File: src/rtl/execute_wb_history.sv
// Two-deep writeback history (CUR/PREV) for execute-stage forwarding.
// Optional FRCR tracking: define EXECUTE_WB_HISTORY_FRCR_EN.
module execute_wb_history #(
  parameter logic [31:0] P_SPR_RESET  = 32'h0000_0000,
  parameter logic [63:0] P_FRCR_RESET = 64'h0
) (
  input  logic        iCLOCK,
  input  logic        iRESET_SYNC,
  input  logic        iFLUSH,
  input  logic        iWB_GR_VALID,
  input  logic [31:0] iWB_GR_DATA,
  input  logic [4:0]  iWB_GR_DEST,
  input  logic        iWB_GR_DEST_SYSREG,
  input  logic        iWB_SPR_VALID,
  input  logic [31:0] iWB_SPR_DATA,
  input  logic        iWB_FRCR_VALID,
  input  logic [63:0] iWB_FRCR_DATA,
  output logic        oCUR_GR_VALID,
  output logic [31:0] oCUR_GR_DATA,
  output logic [4:0]  oCUR_GR_DEST,
  output logic        oCUR_GR_DEST_SYSREG,
  output logic        oCUR_SPR_VALID,
  output logic [31:0] oCUR_SPR_DATA,
  output logic        oCUR_FRCR_VALID,
  output logic [63:0] oCUR_FRCR_DATA,
  output logic        oPREV_GR_VALID,
  output logic [31:0] oPREV_GR_DATA,
  output logic [4:0]  oPREV_GR_DEST,
  output logic        oPREV_GR_DEST_SYSREG,
  output logic        oPREV_SPR_VALID,
  output logic [31:0] oPREV_SPR_DATA,
  output logic        oPREV_FRCR_VALID,
  output logic [63:0] oPREV_FRCR_DATA,
  output logic [1:0]  oHISTORY_DEPTH
);

  typedef enum logic [1:0] {
    S_EMPTY = 2'd0,
    S_ONE   = 2'd1,
    S_TWO   = 2'd2
  } depth_t;

  depth_t r_state;
  depth_t w_state_nxt;
  logic   w_frcr_vld;
  logic   w_evt;

`ifdef EXECUTE_WB_HISTORY_FRCR_EN
  assign w_frcr_vld = iWB_FRCR_VALID;
`else
  assign w_frcr_vld = 1'b0;
`endif

  assign w_evt = iWB_GR_VALID | iWB_SPR_VALID | w_frcr_vld;

  always_ff @(posedge iCLOCK) begin
    if (iRESET_SYNC) r_state <= S_EMPTY;
    else             r_state <= w_state_nxt;
  end

  // Encoding 2'b11 falls into the default arm and behaves as TWO.
  always_comb begin
    w_state_nxt = r_state;
    case (r_state)
      S_EMPTY: if (w_evt) w_state_nxt = S_ONE;
      S_ONE:   if (w_evt) w_state_nxt = S_TWO;
      default: w_state_nxt = S_TWO;
    endcase
    if (iFLUSH) w_state_nxt = w_evt ? S_ONE : S_EMPTY;
  end

  assign oHISTORY_DEPTH = (r_state == S_EMPTY) ? 2'd0 :
                          (r_state == S_ONE)   ? 2'd1 : 2'd2;

  always_ff @(posedge iCLOCK) begin
    if (iRESET_SYNC) begin
      oCUR_GR_VALID        <= 1'b0;
      oCUR_GR_DATA         <= '0;
      oCUR_GR_DEST         <= '0;
      oCUR_GR_DEST_SYSREG  <= 1'b0;
      oCUR_SPR_VALID       <= 1'b0;
      oCUR_SPR_DATA        <= P_SPR_RESET;
      oPREV_GR_VALID       <= 1'b0;
      oPREV_GR_DATA        <= '0;
      oPREV_GR_DEST        <= '0;
      oPREV_GR_DEST_SYSREG <= 1'b0;
      oPREV_SPR_VALID      <= 1'b0;
      oPREV_SPR_DATA       <= P_SPR_RESET;
    end else if (w_evt) begin
      // A committed writeback survives a same-cycle flush; only PREV dies.
      oPREV_GR_VALID       <= oCUR_GR_VALID & ~iFLUSH;
      oPREV_GR_DATA        <= oCUR_GR_DATA;
      oPREV_GR_DEST        <= oCUR_GR_DEST;
      oPREV_GR_DEST_SYSREG <= oCUR_GR_DEST_SYSREG;
      oPREV_SPR_VALID      <= oCUR_SPR_VALID & ~iFLUSH;
      oPREV_SPR_DATA       <= oCUR_SPR_DATA;
      oCUR_GR_VALID        <= iWB_GR_VALID;
      oCUR_SPR_VALID       <= iWB_SPR_VALID;
      if (iWB_GR_VALID) begin
        oCUR_GR_DATA        <= iWB_GR_DATA;
        oCUR_GR_DEST        <= iWB_GR_DEST;
        oCUR_GR_DEST_SYSREG <= iWB_GR_DEST_SYSREG;
      end
      if (iWB_SPR_VALID) oCUR_SPR_DATA <= iWB_SPR_DATA;
    end else if (iFLUSH) begin
      oCUR_GR_VALID   <= 1'b0;
      oCUR_SPR_VALID  <= 1'b0;
      oPREV_GR_VALID  <= 1'b0;
      oPREV_SPR_VALID <= 1'b0;
    end
  end

`ifdef EXECUTE_WB_HISTORY_FRCR_EN
  always_ff @(posedge iCLOCK) begin
    if (iRESET_SYNC) begin
      oCUR_FRCR_VALID  <= 1'b0;
      oCUR_FRCR_DATA   <= P_FRCR_RESET;
      oPREV_FRCR_VALID <= 1'b0;
      oPREV_FRCR_DATA  <= P_FRCR_RESET;
    end else if (w_evt) begin
      oPREV_FRCR_VALID <= oCUR_FRCR_VALID & ~iFLUSH;
      oPREV_FRCR_DATA  <= oCUR_FRCR_DATA;
      oCUR_FRCR_VALID  <= iWB_FRCR_VALID;
      if (iWB_FRCR_VALID) oCUR_FRCR_DATA <= iWB_FRCR_DATA;
    end else if (iFLUSH) begin
      oCUR_FRCR_VALID  <= 1'b0;
      oPREV_FRCR_VALID <= 1'b0;
    end
  end
`else
  logic w_unused_frcr;
  assign w_unused_frcr    = ^{iWB_FRCR_VALID, iWB_FRCR_DATA};
  assign oCUR_FRCR_VALID  = 1'b0;
  assign oCUR_FRCR_DATA   = P_FRCR_RESET;
  assign oPREV_FRCR_VALID = 1'b0;
  assign oPREV_FRCR_DATA  = P_FRCR_RESET;
`endif

endmodule

File: config.mk
export PLATFORM = sky130hd
export DESIGN_NAME = execute_wb_history
export DESIGN_NICKNAME = d
export VERILOG_FILES = /design/src/rtl/execute_wb_history.sv
export SDC_FILE = /design/constraint.sdc
export NUM_CORES = 1
export LEC_CHECK = 0
export CAP_MARGIN = 20
export CELL_PAD_IN_SITES_DETAIL_PLACEMENT = 0
export CELL_PAD_IN_SITES_GLOBAL_PLACEMENT = 1
export CORE_ASPECT_RATIO = 1.25
export CORE_UTILIZATION = 23
export CTS_BUF_LIST = sky130_fd_sc_hd__clkbuf_4 sky130_fd_sc_hd__clkbuf_8
export DETAILED_ROUTE_END_ITERATION = 12
export HOLD_SLACK_MARGIN = 0.03
export PLACE_DENSITY_LB_ADDON = 0.1
export SLEW_MARGIN = 20
export SYNTH_ARGS = -nofsm -noshare
export SYNTH_HDL_FRONTEND = slang
export SYNTH_SLANG_ARGS = --single-unit
File: constraint.sdc
create_clock -name iCLOCK -period 1 [get_ports iCLOCK]
set_input_delay 0.2 -clock iCLOCK [delete_from_list [all_inputs] [get_ports iCLOCK]]
set_output_delay 0.2 -clock iCLOCK [all_outputs]
set_load 0.03 [all_outputs]
==> flow_summary.toml, run 1 <==
[routing]
first_pass_iters = 4
wl_per_cell_um = 13.5
vias = 5127
antenna_left = 0
first_iter_violations = 102
viasPerCell = 3.78
wirelength_um = 18300
drc = 0

[timing]
max_freq_mhz = 790
setup_ws_ns = -0.265
setup_viol = 146
rsz0062_at_grt = "yes"
finalSetupTns_ns = -16.26
period_share_pct = 127
layout_min_cycle_time_ns = 1.27
hold_ws_ns = 0.135
drv_slew = 0
clock_skew_ns = 0.0125
hold_viol = 0

[die]
rows = 66
start_util_pct = 23.4
die_area_um2 = 27100
die-width_um = 148
die_height_um = 184
ios = 416
core_um2 = 26000

[pwr]
power_density_nw_per_um2 = 1480
vdd_drop_max_uv = 687
p_leak_nw = 4.55
total_power_mw = 14.6

[yosys]
synth_area_leaders = "dfxtp_1 (48%), buf_4 (16%), mux2i_1 (12%)"
ys_seq_elements = 146
netlist.area_leader.share_pct = 48.0
netlist_area_um2 = 6090
yosysWarnings = 0
netlist.top_cell.by_area = "dfxtp_1"
syn_avg_cell_area_um2 = 8.87
yosysUniqueCellTypes = 17
ys_seq_area_share_pct = 48.0
syn_inst = 687

[final_layout]
diodes = 0
fin_area_um2 = 9860
final_cell_mix = "dfxtp_2 (142), buf_6 (142), nand2_1 (140)"
utilization_pct = 37.9
layout.nets = 1143
synthToLayoutAreaGrowth_pct = 62.0
n_fill_cell = 2724
drive_above_1_share_pct = 44.2

[clock_network]
cts.path.max_buffers = 2
cts_root_buffer = "clkbuf_8"
clk_pin_slew_ns = 0.09
numCtsBuffers = 17
cts.sinks = 146
insertion_delay_ns = 0.44
htreeDepth = 4
cts_tree = "yes"

[critical_path]
critical_path.cell_chain = "buf_4, buf_8"
cp.required_ns = 0.80
crit_arrival_ns = 1.07
cpPeakStageDelay_ns = 0.36
endpoint_kind = "primary output"
worst-setup-path-type = "register to primary output"
crit_path_start_kind = "register"
crit_fanout = 3
cp_slowest_cell = "dfxtp_4"

[outcome]
violations = "negative setup slack"
status = "finished, violations left"

[job]
drv_cap = 0

[grt]
grt_overflow = 0
antenna_found_initial = 0
grt_use_total_pct = 13.3
grt_max_degree = 64
grt_pass1_wl_um = 27700
grt_pass1_vias = 5013

[placed_design]
portBuffers = 220
place_hpwl_um = 12400
dpl_cell_area_um2 = 8020
gp_congestion = 0.676

[hold_path]
hp-class = "input port to register"
[critical path: cells and delay by family, from the launching register on]
| kind | cells | cell delay (ns) |
|---|---|---|
| buffers and inverters | 2 | 0.27 |
| flip-flops | 1 | 0.36 |
[state kept, by name, summed over array words and instances (netlist names)]
name / flops
r_state: 2
oCUR_GR_DATA: 32
oPREV_SPR_DATA: 32
oCUR_SPR_VALID: 1
oPREV_GR_VALID: 1
oCUR_GR_DEST: 5
oCUR_SPR_DATA: 32
oPREV_GR_DEST: 5
oPREV_GR_DEST_SYSREG: 1
oCUR_GR_DEST_SYSREG: 1
oPREV_SPR_VALID: 1
oPREV_GR_DATA: 32
oCUR_GR_VALID: 1
[power breakdown]
| group | internal, mW | switching [mW] |
|---|---|---|
| logic | 1.41 | 1.99 |
| registers | 6.15 | 0.217 |
| clock network | 2.36 | 2.44 |
| total | 9.93 | 4.65 |
[per-layer routing]
| layer | track usage, % | vias up | routed length (um) |
|---|---|---|---|
| li1 | - | 2563 | - |
| met1 | 15.3 | 2359 | 7660 |
| met2 | 23.0 | 198 | 9030 |
| met3 | 5.14 | 7 | 1480 |
| met4 | 3.59 | 0 | 148 |
| met5 | 0 | - | 0 |
[layout make-up]
| class | count | area [um2] | area share, % |
|---|---|---|---|
| Clock buffer | 19 | 255 | 2.59 |
| Clock inverter | 13 | 150 | 1.52 |
| Multi-Input combinational cell | 499 | 2450 | 24.8 |
| Sequential cell | 146 | 3120 | 31.6 |
| Tap cell | 340 | 425 | 4.31 |
| Timing Repair Buffer | 339 | 3470 | 35.2 |
[synthesized netlist by cell type]
cell type  number
dfxtp_1       146
nand2_1       140
buf_4         130
nor2_1         75
a21oi_1        74
mux2i_1        72
buf_2          14
clkbuf_1       11
buf_6           9
buf_1           7
nor3_1          3
conb_1          1
nand3b_1        1
nor2_4          1
nor2b_1         1
o21ai_0         1
or2_1           1
[path summary, 6_finish.rpt]
| check | start | end | slack [ns] | cells past startpoint |
|---|---|---|---|---|
| setup / recovery | r_state[1] | oHISTORY_DEPTH[1] | -0.27 | 2 |
| hold / removal | iRESET_SYNC | oPREV_SPR_DATA[21] | 0.13 | 3 |
| setup reg to reg | oCUR_GR_DATA[30] | oCUR_GR_DATA[30] | 0.12 | 4 |
| hold reg to reg | oPREV_SPR_DATA[2] | oPREV_SPR_DATA[2] | 0.46 | 2 |
[kinds of logic (layout without fill, tap and decap cells)]
group	count (synthesis)	after routing	synth area share, %
compound gates	75	75	6.16
mux	72	72	11.8
buf+inv	171	371	19.9
other cells	1	130	0.0616
flops	146	146	48.0
simple gates	222	222	14.0
[repair_timing]
item                                    in CTS  in global routing
resized for setup                          291                  4
buffers inserted                            74                 20
hold buffers                                 0                  0
endpoints found under the setup margin     146                146
[stage by stage]
step           instances  setup slack (ns)
2_1_floorplan        816           -0.0583
3_3_place_gp        1230            -0.155
3_5_place_dp        1230            -0.163
4_1_cts             1336            -0.314
5_1_grt             1356            -0.354
6_report            1356            -0.265
No activity file was read; power rests on OpenSTA's default activity.
==> run 2, diff against run 1 <==
--- a/config.mk
+++ b/config.mk
@@ -8,10 +8,11 @@
 export CAP_MARGIN = 20
 export CELL_PAD_IN_SITES_DETAIL_PLACEMENT = 0
 export CELL_PAD_IN_SITES_GLOBAL_PLACEMENT = 1
-export CORE_ASPECT_RATIO = 1.25
-export CORE_UTILIZATION = 23
+export CORE_AREA = 2 2 161 163
 export CTS_BUF_LIST = sky130_fd_sc_hd__clkbuf_4 sky130_fd_sc_hd__clkbuf_8
 export DETAILED_ROUTE_END_ITERATION = 12
+export DIE_AREA = 0 0 163 165
+export DONT_BUFFER_PORTS = 1
 export HOLD_SLACK_MARGIN = 0.03
 export PLACE_DENSITY_LB_ADDON = 0.1
 export SLEW_MARGIN = 20
==> run 2 against run 1 <==
The flow finishes with violations (negative hold slack, negative setup slack). Register-to-register slack hardly changed. Die area decreased by 0.90%. First-iteration DRC count up 75%. Non-clock buffer count is 107 lower. Final cell count decreased by 8.6%. Critical path type unchanged. Critical endpoint is now oHISTORY_DEPTH[0].
==> flow_summary.toml, run 2 (synthesized netlist as in run 1, its figures left out) <==
[die]
core_um2 = 25000
start_util_pct = 24.3
die-width_um = 163
rows = 58
die_area_um2 = 26900
die_height_um = 165
ios = 416

[routing]
wl_per_cell_um = 14.2
viasPerCell = 3.92
met3_wirelength_um = 1640
wl_met2_um = 8690
drt-met1-wl_um = 7190
antenna_left = 0
highest_layer = "met4"
first_iter_violations = 178
vias = 4855
first_pass_iters = 4
drc = 0
wirelength_um = 17600

[final_layout]
synthToLayoutAreaGrowth_pct = 42.5
layout.nets = 1036
drive_above_1_share_pct = 44.8
final_cell_mix = "dfxtp_2 (141), buf_6 (141), nand2_1 (140)"
fin_area_um2 = 8680
diodes = 0
utilization_pct = 34.7
n_fill_cell = 2648

[critical_path]
path_delay_family = "flip-flops"
cp_slowest_cell = "dfxtp_2"
critical_path.cell_chain = "nor2b_4, buf_6"
worst-setup-path-type = "register to primary output"
endpoint_kind = "primary output"
crit_path_start_kind = "register"
crit_fanout = 2
path_buf_inv = 1
crit_arrival_ns = 1.06
cp.required_ns = 0.80
cpPeakStageDelay_ns = 0.34

[grt]
grt_pass1_wl_um = 26100
grt_pass1_vias = 4675
grt_use_total_pct = 12.6
grt_overflow = 0
grt_max_degree = 147
antenna_found_initial = 0

[timing]
drv_slew = 0
max_freq_mhz = 797
finalSetupTns_ns = -16.34
setup_viol = 146
hold_viol = 146
setup_ws_ns = -0.255
period_share_pct = 126
rsz0062_at_grt = "yes"
hold_ws_ns = -0.168
clock_skew_ns = 0.0184
layout_min_cycle_time_ns = 1.26

[clock_network]
cts_root_buffer = "clkbuf_8"
cts_tree = "yes"
cts.path.max_buffers = 2
clk_pin_slew_ns = 0.09
numCtsBuffers = 17
htreeDepth = 4
insertion_delay_ns = 0.45
cts.sinks = 146

[outcome]
violations = "negative hold slack, negative setup slack"
status = "finished, violations left"

[job]
drv_cap = 0

[hold_path]
hp-class = "input port to register"

[placed_design]
portBuffers = 0
dpl_cell_area_um2 = 6940
gp_congestion = 0.683
place_hpwl_um = 11000

[pwr]
p_leak_nw = 4.01
power_density_nw_per_um2 = 1560
vdd_drop_max_uv = 686
## run 2: changes by cell type in the layout (fill, tap and decap cells not counted), moves of 2 or more
| cell | change |
|---|---|
| clkdlybuf4s50_1 | -71 |
| buf_4 | -25 |
| buf_12 | -13 |
| dlygate4sd3_1 | +6 |
| clkinv_2 | +3 |
| buf_2 | -2 |
| clkinv_4 | +2 |
| inv_8 | -2 |
## run 2: where the power goes
part / internal [mW] / switching (mW)
combinational: 1.02 / 1.72
sequential: 6.15 / 0.233
clock: 1.98 / 2.43
## run 2: worst register-to-register path, cell delays in order (launching register included)
cell and delay [ns]:
dfxtp_2 0.33, buf_4 0.13, buf_4 0.13, mux2i_1 0.13
nor2_1 0.05
## run 2: metal layers
metal	global-route usage (%)	vias up
met5	0	-
met4	2.57	0
met3	6.23	8
met2	21.0	198
met1	14.6	2289
li1	-	2360
## run 2: area by class of cell
cell class	count	area (um2)	share of cell area, %
Clock buffer	17	234	2.70
Clock inverter	15	131	1.51
Multi-Input combinational cell	499	2440	28.2
Sequential cell	146	3120	35.9
Tap cell	330	413	4.76
Timing Repair Buffer	232	2340	26.9
## run 2: timing repair
item | CTS | global route
hold buffers | 1 | 5
setup endpoints to repair | 146 | 146
gates resized for setup | 293 | 0
buffers inserted | 68 | 10
endpoints found under the hold margin | 146 | 146
## run 2: final timing paths
| kind | to | start | cells after the start | slack, ns |
|---|---|---|---|---|
| max reg2reg | oCUR_GR_DATA[31] | oCUR_GR_DATA[31] | 4 | 0.13 |
| min reg2reg | oPREV_SPR_DATA[5] | oPREV_SPR_DATA[5] | 2 | 0.46 |
| min | oCUR_SPR_DATA[14] | iRESET_SYNC | 1 | -0.17 |
| max | oHISTORY_DEPTH[0] | r_state[0] | 2 | -0.26 |
## run 2: stage by stage
step                std cells  setup WS, ns  power, mW
finish                   1239        -0.255       13.5
global route             1239        -0.337       14.3
CTS                      1224        -0.298       13.8
detailed placement       1123        -0.135       8.71
global placement         1123       -0.0989       8.70
floorplan                 816       -0.0583       8.63
==> run 3, diff against run 2 <==
--- a/config.mk
+++ b/config.mk
@@ -13,6 +13,7 @@
 export DETAILED_ROUTE_END_ITERATION = 12
 export DIE_AREA = 0 0 163 165
 export DONT_BUFFER_PORTS = 1
+export GPL_ROUTABILITY_DRIVEN = 0
 export HOLD_SLACK_MARGIN = 0.03
 export PLACE_DENSITY_LB_ADDON = 0.1
 export SLEW_MARGIN = 20
==> results of run 3 <==
The final DEF is identical to that of run 2; final timing and power are the same.
